File: src/rtl/clock_pkg.sv
// Shared types and constants for the alarm clock blocks.
// Segment patterns are active-low, a..g at indices 0..6.
package clock_pkg;

  typedef enum logic [1:0] {
    IDLE    = 2'd0,
    RINGING = 2'd1,
    SNOOZE  = 2'd2
  } alarm_state_t;

  localparam logic [0:6] SEG7_A     = 7'b0001000;
  localparam logic [0:6] SEG7_S     = 7'b0100100;
  localparam logic [0:6] SEG7_BLANK = 7'b1111111;

endpackage

File: src/rtl/rise_detect.sv
// Registered rising-edge detector for a level input.
// RST_VAL=1 suppresses an edge for a level already high at reset release.
module rise_detect #(
  parameter logic RST_VAL = 1'b0
) (
  input  logic clk,
  input  logic rst,
  input  logic d,
  output logic rise
);

  logic q;

  always_ff @(posedge clk or posedge rst) begin
    if (rst) q <= RST_VAL;
    else     q <= d;
  end

  assign rise = d & ~q;

endmodule

File: src/rtl/alarm_ringer.sv
// Alarm ringing session controller: blinking buzzer, bounded ring time,
// limited snoozes and an active-low status digit.
module alarm_ringer
  import clock_pkg::*;
#(
  parameter int RING_SECONDS   = 60,
  parameter int SNOOZE_SECONDS = 300,
  parameter int MAX_SNOOZES    = 3,
  localparam int RW  = $clog2(RING_SECONDS),
  localparam int SW  = $clog2(SNOOZE_SECONDS),
  localparam int SCW = $clog2(MAX_SNOOZES + 1)
) (
  input  logic           clk,
  input  logic           rst,
  input  logic           sec_tick,
  input  logic           alarm_trigger,
  input  logic           alarm_enable,
  input  logic           snooze_btn,
  input  logic           stop_btn,
  output logic           buzzer,
  output logic           ringing,
  output logic           snoozing,
  output logic [SCW-1:0] snooze_count,
  output logic [0:6]     alarm_signal
);

  localparam logic [RW-1:0]  RING_LAST   = RW'(RING_SECONDS - 1);
  localparam logic [SW-1:0]  SNOOZE_LAST = SW'(SNOOZE_SECONDS - 1);
  localparam logic [SCW-1:0] SNZ_MAX     = SCW'(MAX_SNOOZES);

  alarm_state_t   state, state_n;
  logic [RW-1:0]  ring_cnt, ring_n;
  logic [SW-1:0]  snz_cnt, snz_n;
  logic [SCW-1:0] scnt_n;
  logic           phase, phase_n;
  logic           trig_rise;

  rise_detect #(.RST_VAL(1'b1)) u_trig (
    .clk  (clk),
    .rst  (rst),
    .d    (alarm_trigger),
    .rise (trig_rise)
  );

  always_ff @(posedge clk or posedge rst) begin
    if (rst) begin
      state        <= IDLE;
      ring_cnt     <= '0;
      snz_cnt      <= '0;
      phase        <= 1'b0;
      snooze_count <= '0;
    end else begin
      state        <= state_n;
      ring_cnt     <= ring_n;
      snz_cnt      <= snz_n;
      phase        <= phase_n;
      snooze_count <= scnt_n;
    end
  end

  // Priority: disable/stop, then snooze, then the one-second tick.
  always_comb begin
    state_n = state;
    ring_n  = ring_cnt;
    snz_n   = snz_cnt;
    phase_n = phase;
    scnt_n  = snooze_count;
    case (state)
      IDLE: begin
        if (trig_rise && alarm_enable) begin
          state_n = RINGING;
          ring_n  = '0;
          scnt_n  = '0;
          phase_n = 1'b1;
        end
      end
      RINGING: begin
        if (!alarm_enable || stop_btn) begin
          state_n = IDLE;
        end else if (snooze_btn && (snooze_count < SNZ_MAX)) begin
          state_n = SNOOZE;
          scnt_n  = snooze_count + SCW'(1);
          snz_n   = '0;
        end else if (sec_tick) begin
          phase_n = ~phase;
          if (ring_cnt == RING_LAST) state_n = IDLE;
          else                       ring_n  = ring_cnt + RW'(1);
        end
      end
      SNOOZE: begin
        if (!alarm_enable || stop_btn) begin
          state_n = IDLE;
        end else if (sec_tick) begin
          if (snz_cnt == SNOOZE_LAST) begin
            state_n = RINGING;
            ring_n  = '0;
            phase_n = 1'b1;
          end else begin
            snz_n = snz_cnt + SW'(1);
          end
        end
      end
      default: state_n = IDLE;
    endcase
  end

  assign ringing  = (state == RINGING);
  assign snoozing = (state == SNOOZE);
  assign buzzer   = ringing & phase;

  always_comb begin
    alarm_signal = SEG7_BLANK;
    if (ringing && phase) alarm_signal = SEG7_A;
    else if (snoozing)    alarm_signal = SEG7_S;
  end

endmodule

File: config.mk
export PLATFORM = sky130hd
export DESIGN_NAME = alarm_ringer
export DESIGN_NICKNAME = d
export VERILOG_FILES = /design/src/rtl/clock_pkg.sv /design/src/rtl/rise_detect.sv /design/src/rtl/alarm_ringer.sv
export SDC_FILE = /design/constraint.sdc
export NUM_CORES = 1
export LEC_CHECK = 0
export CORE_ASPECT_RATIO = 0.8
export CORE_MARGIN = 5
export CORE_UTILIZATION = 50
export DETAILED_ROUTE_END_ITERATION = 8
export GPL_TIMING_DRIVEN = 0
export PLACE_DENSITY = 0.75
export SLEW_MARGIN = 25
export SYNTH_ARGS = -nofsm -noshare
export SYNTH_HDL_FRONTEND = slang
export SYNTH_SLANG_ARGS = --single-unit
export TNS_END_PERCENT = 1
File: constraint.sdc
create_clock -name clk -period 2.4 [get_ports clk]
set_input_delay 0.48 -clock clk [delete_from_list [all_inputs] [get_ports clk]]
set_output_delay 0.48 -clock clk [all_outputs]
set_load 0.01 [all_outputs]
* Word-level counts from Yosys, hierarchy flattened *
Index checks and enable logic that the tools add are counted.

operators by class
  add/sub/neg operators = 3
  order comparisons = 1
  equality and inequality tests = 18
  mux-type cells = 38
  bitwise operators = 4
  reduce and logical (&&, ||, !) cells = 14

operator list
  kind                 count
  $mux 6               8
  $mux 9               5
  $mux 2               11
  $pmux 6 s3           1
  $pmux 9 s2           1
  $ne 2x2->1 const B   8
  $mux 7               2
  $add 9x1->9 const B  1
  $eq 9x9->1 const B   1
  $reduce_and 9->1     1
  $reduce_and 8->1     1
  $mux 1               7
  $add 6x1->6 const B  1
  $eq 6x6->1 const B   1
  $pmux 2 s3           1
  $reduce_and 6->1     1
  $reduce_and 5->1     1
  $ne 2x1->1 const B   2
  $ne 4x1->1 const B   1
  $ne 4x2->1 const B   1
  $pmux 2 s2           1
  $reduce_and 4->1     1
  $reduce_bool 2->1    2
  $logic_and 1x1->1    3
  13 further kinds     15

word-level totals
  register bits after elaboration = 21
  word-level logic and storage cells = 84

* Longest topological paths before layout *
Gate-level depths: netlist of run 1.

  word-level depth = 6
  depth in mapped cells = 7
  mapped depth without buffers = 6

* Hierarchy *
A second synthesis of run 1 with hierarchy kept.

unflattened totals
  cells, all modules = 136
  area, all modules = 1,315.0 µm²

modules (own cells, without submodules)
  module        times used  cells each  area an instance (µm²)  sequential area each (µm²)
  alarm_ringer  1           133         1,271.2                 500.5
  rise_detect   1           3           43.8                    26.3

* Worst setup path before layout of run 1 *
No wires, ideal clock.

  kind = reg2out
  start = reg state[1]
  end = out alarm_signal[0] (netlist bit)
  arrival time = 1.523 ns
  required time = 1.920 ns
  setup slack = 0.397 ns
  stages on the path, launching flop included = 8
  buffers on the path = 2
  cell sequence = dfrtp_1 nand2b_1 buf_2 inv_1 nand2_1 inv_1 nor2_1 buf_4

between the ends
  longest elaborated chain between the ends = 3

RTL lines
  element                 line                 RTL
  start, declared         alarm_ringer.sv:31   alarm_state_t state, state_n;
  start signal, assigned  alarm_ringer.sv:53   state <= state_n;
  $eq 2x1->1              alarm_ringer.sv:107  assign ringing = (state == RINGING);
  via ringing             alarm_ringer.sv:21   output logic ringing,
  $logic_and 1x1->1       alarm_ringer.sv:113  if (ringing && phase) alarm_signal = SEG7_A;
  $mux 7                  alarm_ringer.sv:113
  end, declared           alarm_ringer.sv:24   output logic [0:6] alarm_signal

The timed path passes the listed nets, and every way through them passes these cells.

* Final worst setup path of run 1 *
  start = reg state[1]
  end = out alarm_signal[2] (netlist bit)

between the ends
  longest elaborated chain between the ends = 3

RTL lines
  element                                      line
  $eq 2x2->1 or $eq 2x1->1 (tied branches)     alarm_ringer.sv:108, alarm_ringer.sv:107
  $mux 7 or $logic_and 1x1->1 (tied branches)  alarm_ringer.sv:114, alarm_ringer.sv:113
  $mux 7 *                                     alarm_ringer.sv:113

Mark *: on every way between the ends. The rest lies on a longest branch, timed or not.

==> flow_metrics.tcl, run 1 <==
set metrics [dict create \
    wl_um 2700 \
    fin_cells 191 \
    antenna_found_initial 0 \
    start_util 0.511 \
    internal_power_uw 752 \
    dr.pass1.iters 5 \
    htreeDepth 1 \
    overflow 0 \
    maxCapViolCount 0 \
    clk_pin_slew_worst_paths_ns 0.12 \
    antenna_left 0 \
    fp.dieArea_um2 3530 \
    cp.required_ns 1.92 \
    layout_min_cycle_time_ns 2.29 \
    die_h_um 54.1 \
    ys_ff_latch 21 \
    cts_buffers 3 \
    cts_tree "done" \
    hpwl_um 1890 \
    fill_cells 217 \
    cts_buffer_depth 2 \
    worst_pin_slew_ns 0.816 \
    place_area_um2 1430 \
    worstReg2RegStart "snz_cnt[4]$_DFFE_PP0P_" \
    synth_area_leader_cell "dfrtp_1" \
    crit_type "reg2out" \
    p_sw_uw 419 \
    crit_path_start_kind "register" \
    p_leak_uw 0.000719 \
    grt.total_usage 0.171 \
    synth_cells 138 \
    worstHoldStart "ring_cnt[0]$_DFFE_PP0P_" \
    yosysMostFrequentCell "dfrtp_1" \
    nNetsFinal 175 \
    rsz0062_at_grt "no" \
    synth_edf_count 0 \
    whs_path_depth 1 \
    max_slew_margin 0.455 \
    antenna_cells 0 \
    yosysSeqAreaShare 0.433 \
    skew_ns 0.00466 \
    clock-sinks 21 \
    slowest_delay_ns 0.42 \
    root_buffer "clkbuf_4" \
    io_buffer_count 18 \
    critPathArrivalTime_ns 1.81 \
    mappedNetlistNets 148 \
    multi_input_area_um2 628 \
    fp.dieW_um 65.2 \
    synth_cell_types 37 \
    worstRegToRegCells 5 \
    p_seq_frac 0.376 \
    power.total_uw 1170 \
    grt_max_degree 22 \
    clockPowerShare 0.148 \
    slowest_stage "dfrtp_2" \
    drc 0 \
    synth_warnings 0 \
    synth_top_area_share 0.411 \
    ioPinCount 19 \
    max-vdd-ir-drop_mv 0.438 \
    via_per_inst 5.72 \
    area_growth_syn_to_layout_pct 22.9 \
    swShare 0.358 \
    synth_area_leaders "dfrtp_1 (41%), o21ai_0 (5.8%), nand2_1 (4.9%)" \
    setup_viol 0 \
    reg2reg_to "snz_cnt[4]$_DFFE_PP0P_" \
    whs_endpoint "ring_cnt[0]$_DFFE_PP0P_" \
    wire_per_inst_um 14.1 \
    r2r_slack_ns 0.37 \
    dpl.cell_count 183 \
    maxSlewViolCount 0 \
    powerDensity_nw_per_um2 782 \
    finalHoldViolations 0 \
    dr_total_vias 1093 \
    clock.fmax_mhz 437 \
    hp-class "reg2reg" \
    clk_latency_ns 0.31 \
    power_frac_comb 0.476 \
    syn_avg_cell_area_um2 8.82 \
    synthesis.area_um2 1220 \
    coreArea_um2 2380 \
    synth_ff_type "dfrtp_1" \
    drive_gt1_frac 0.183 \
    fin_crit_sh 0.954 \
    grt_pass1_wl_um 4620 \
    grt_pass1_vias 1067 \
    path_cells "nand2b_1, buf_4, inv_2, nand2_1, inv_1, nor2_4, buf_4, dlygate4sd2_1" \
    first_iter_violations 37 \
    worst_path_most_repeated_cell "buf_4" \
    ys_top_cells_by_count "dfrtp_1 (20), nand2_1 (16), nor2_1 (15)" \
    crit_fanout 10 \
    rows 16 \
    final-seq-area_um2 529 \
    gp_congestion 0.756 \
    finalInstanceArea_um2 1500 \
    async_flop_share 1.00 \
    end_kind "output pin" \
    status "completed" \
]
[metal layers]
layer | wire [um] | vias to the layer above | track usage
met2 | 1200 | 30 | 0.304
met1 | 1270 | 519 | 0.211
met4 | 22 | 0 | 0.0310
met5 | 0 | - | 0
met3 | 205 | 5 | 0.0480
li1 | - | 539 | -
[final cells by class]
class                      instances  share of cell area
buffer                             7              0.0309
clock buffer                       3              0.0151
clock inverter                     1             0.00334
inverter                           7              0.0176
multi-input combinational        103               0.420
sequential                        21               0.354
tap                               27              0.0226
timing repair buffer              22               0.137
[worst max-delay path by stage]
stage	slack, ns	from	cells after the start	endpoint
CTS	0.008	state[1]$_DFFE_PP0P_	6	buzzer
global placement	0.02	state[1]$_DFFE_PP0P_	8	alarm_signal[2]
detailed placement	-0.07	state[1]$_DFFE_PP0P_	8	alarm_signal[2]
floorplan	0.40	state[1]$_DFFE_PP0P_	7	alarm_signal[0]
global route	0.01	state[1]$_DFFE_PP0P_	8	alarm_signal[2]
finish	0.11	state[1]$_DFFE_PP0P_	8	alarm_signal[2]
[power groups by stage]
stage	Combinational (uW)	Clock [uW]	Sequential, uW
final	557	173	440
after global routing	607	190	446
after CTS	563	180	440
after detailed placement	519	0	457
after global placement	498	0	453
after floorplan	301	0	451
[flip-flops by register name, summed over array words and instances, names as in the netlist]
register      count
phase             1
u_trig.q          1
snooze_count      2
ring_cnt          6
snz_cnt           9
state             2
[stage by stage]
stage          setup TNS, ns  hold slack, ns   util  setup slack, ns
4_1_cts                    0           0.510  0.627          0.00848
6_report                   0           0.507  0.628            0.110
2_1_floorplan              0           0.445      -            0.397
3_5_place_dp          -0.181           0.490  0.601          -0.0656
5_1_grt                    0           0.530  0.628           0.0115
3_3_place_gp               0           0.485  0.601           0.0169
[placed cells by master (no fill, tap or decap), types with 5 or more instances in the layout]
cell type | Yosys | layout
buf_4 | 4 | 12
clkdlybuf4s50_1 | 0 | 11
dfrtp_1 | 20 | 18
inv_1 | 7 | 5
nand2_1 | 16 | 16
nand2b_1 | 6 | 6
nand3_1 | 8 | 8
nor2_1 | 15 | 14
o21ai_0 | 14 | 14
[what timing repair did]
item / CTS / global route
buffers inserted: 4 / 0
gates resized for setup: 11 / 3
pin swaps: 0 / 0
hold buffers: 0 / 0
setup endpoints to repair: 7 / 3
[critical path: cells and delay by family (launching register included)]
kind	cells	cell delay, ns
simple gates	3	0.30
flops	1	0.42
buf+inv	5	0.77
[cell families (layout without fill, tap and decap cells)]
logic type               Yosys count  in the layout  synth area share
adder cells (fa/ha/maj)            3              3            0.0308
buffers and inverters             14             40            0.0576
multiplexers                       5              5            0.0442
AO/OA/AOI/OAI                     32             32             0.172
flip-flops                        21             21             0.433
AND/OR/NAND/NOR                   63             63             0.263
Power figures use the tool's default switching activity.
==> run 2: changes to the inputs <==
- ABC_AREA: unset -> 0
==> results of run 2 <==
The final DEF is identical to that of run 1; final timing and power are the same.
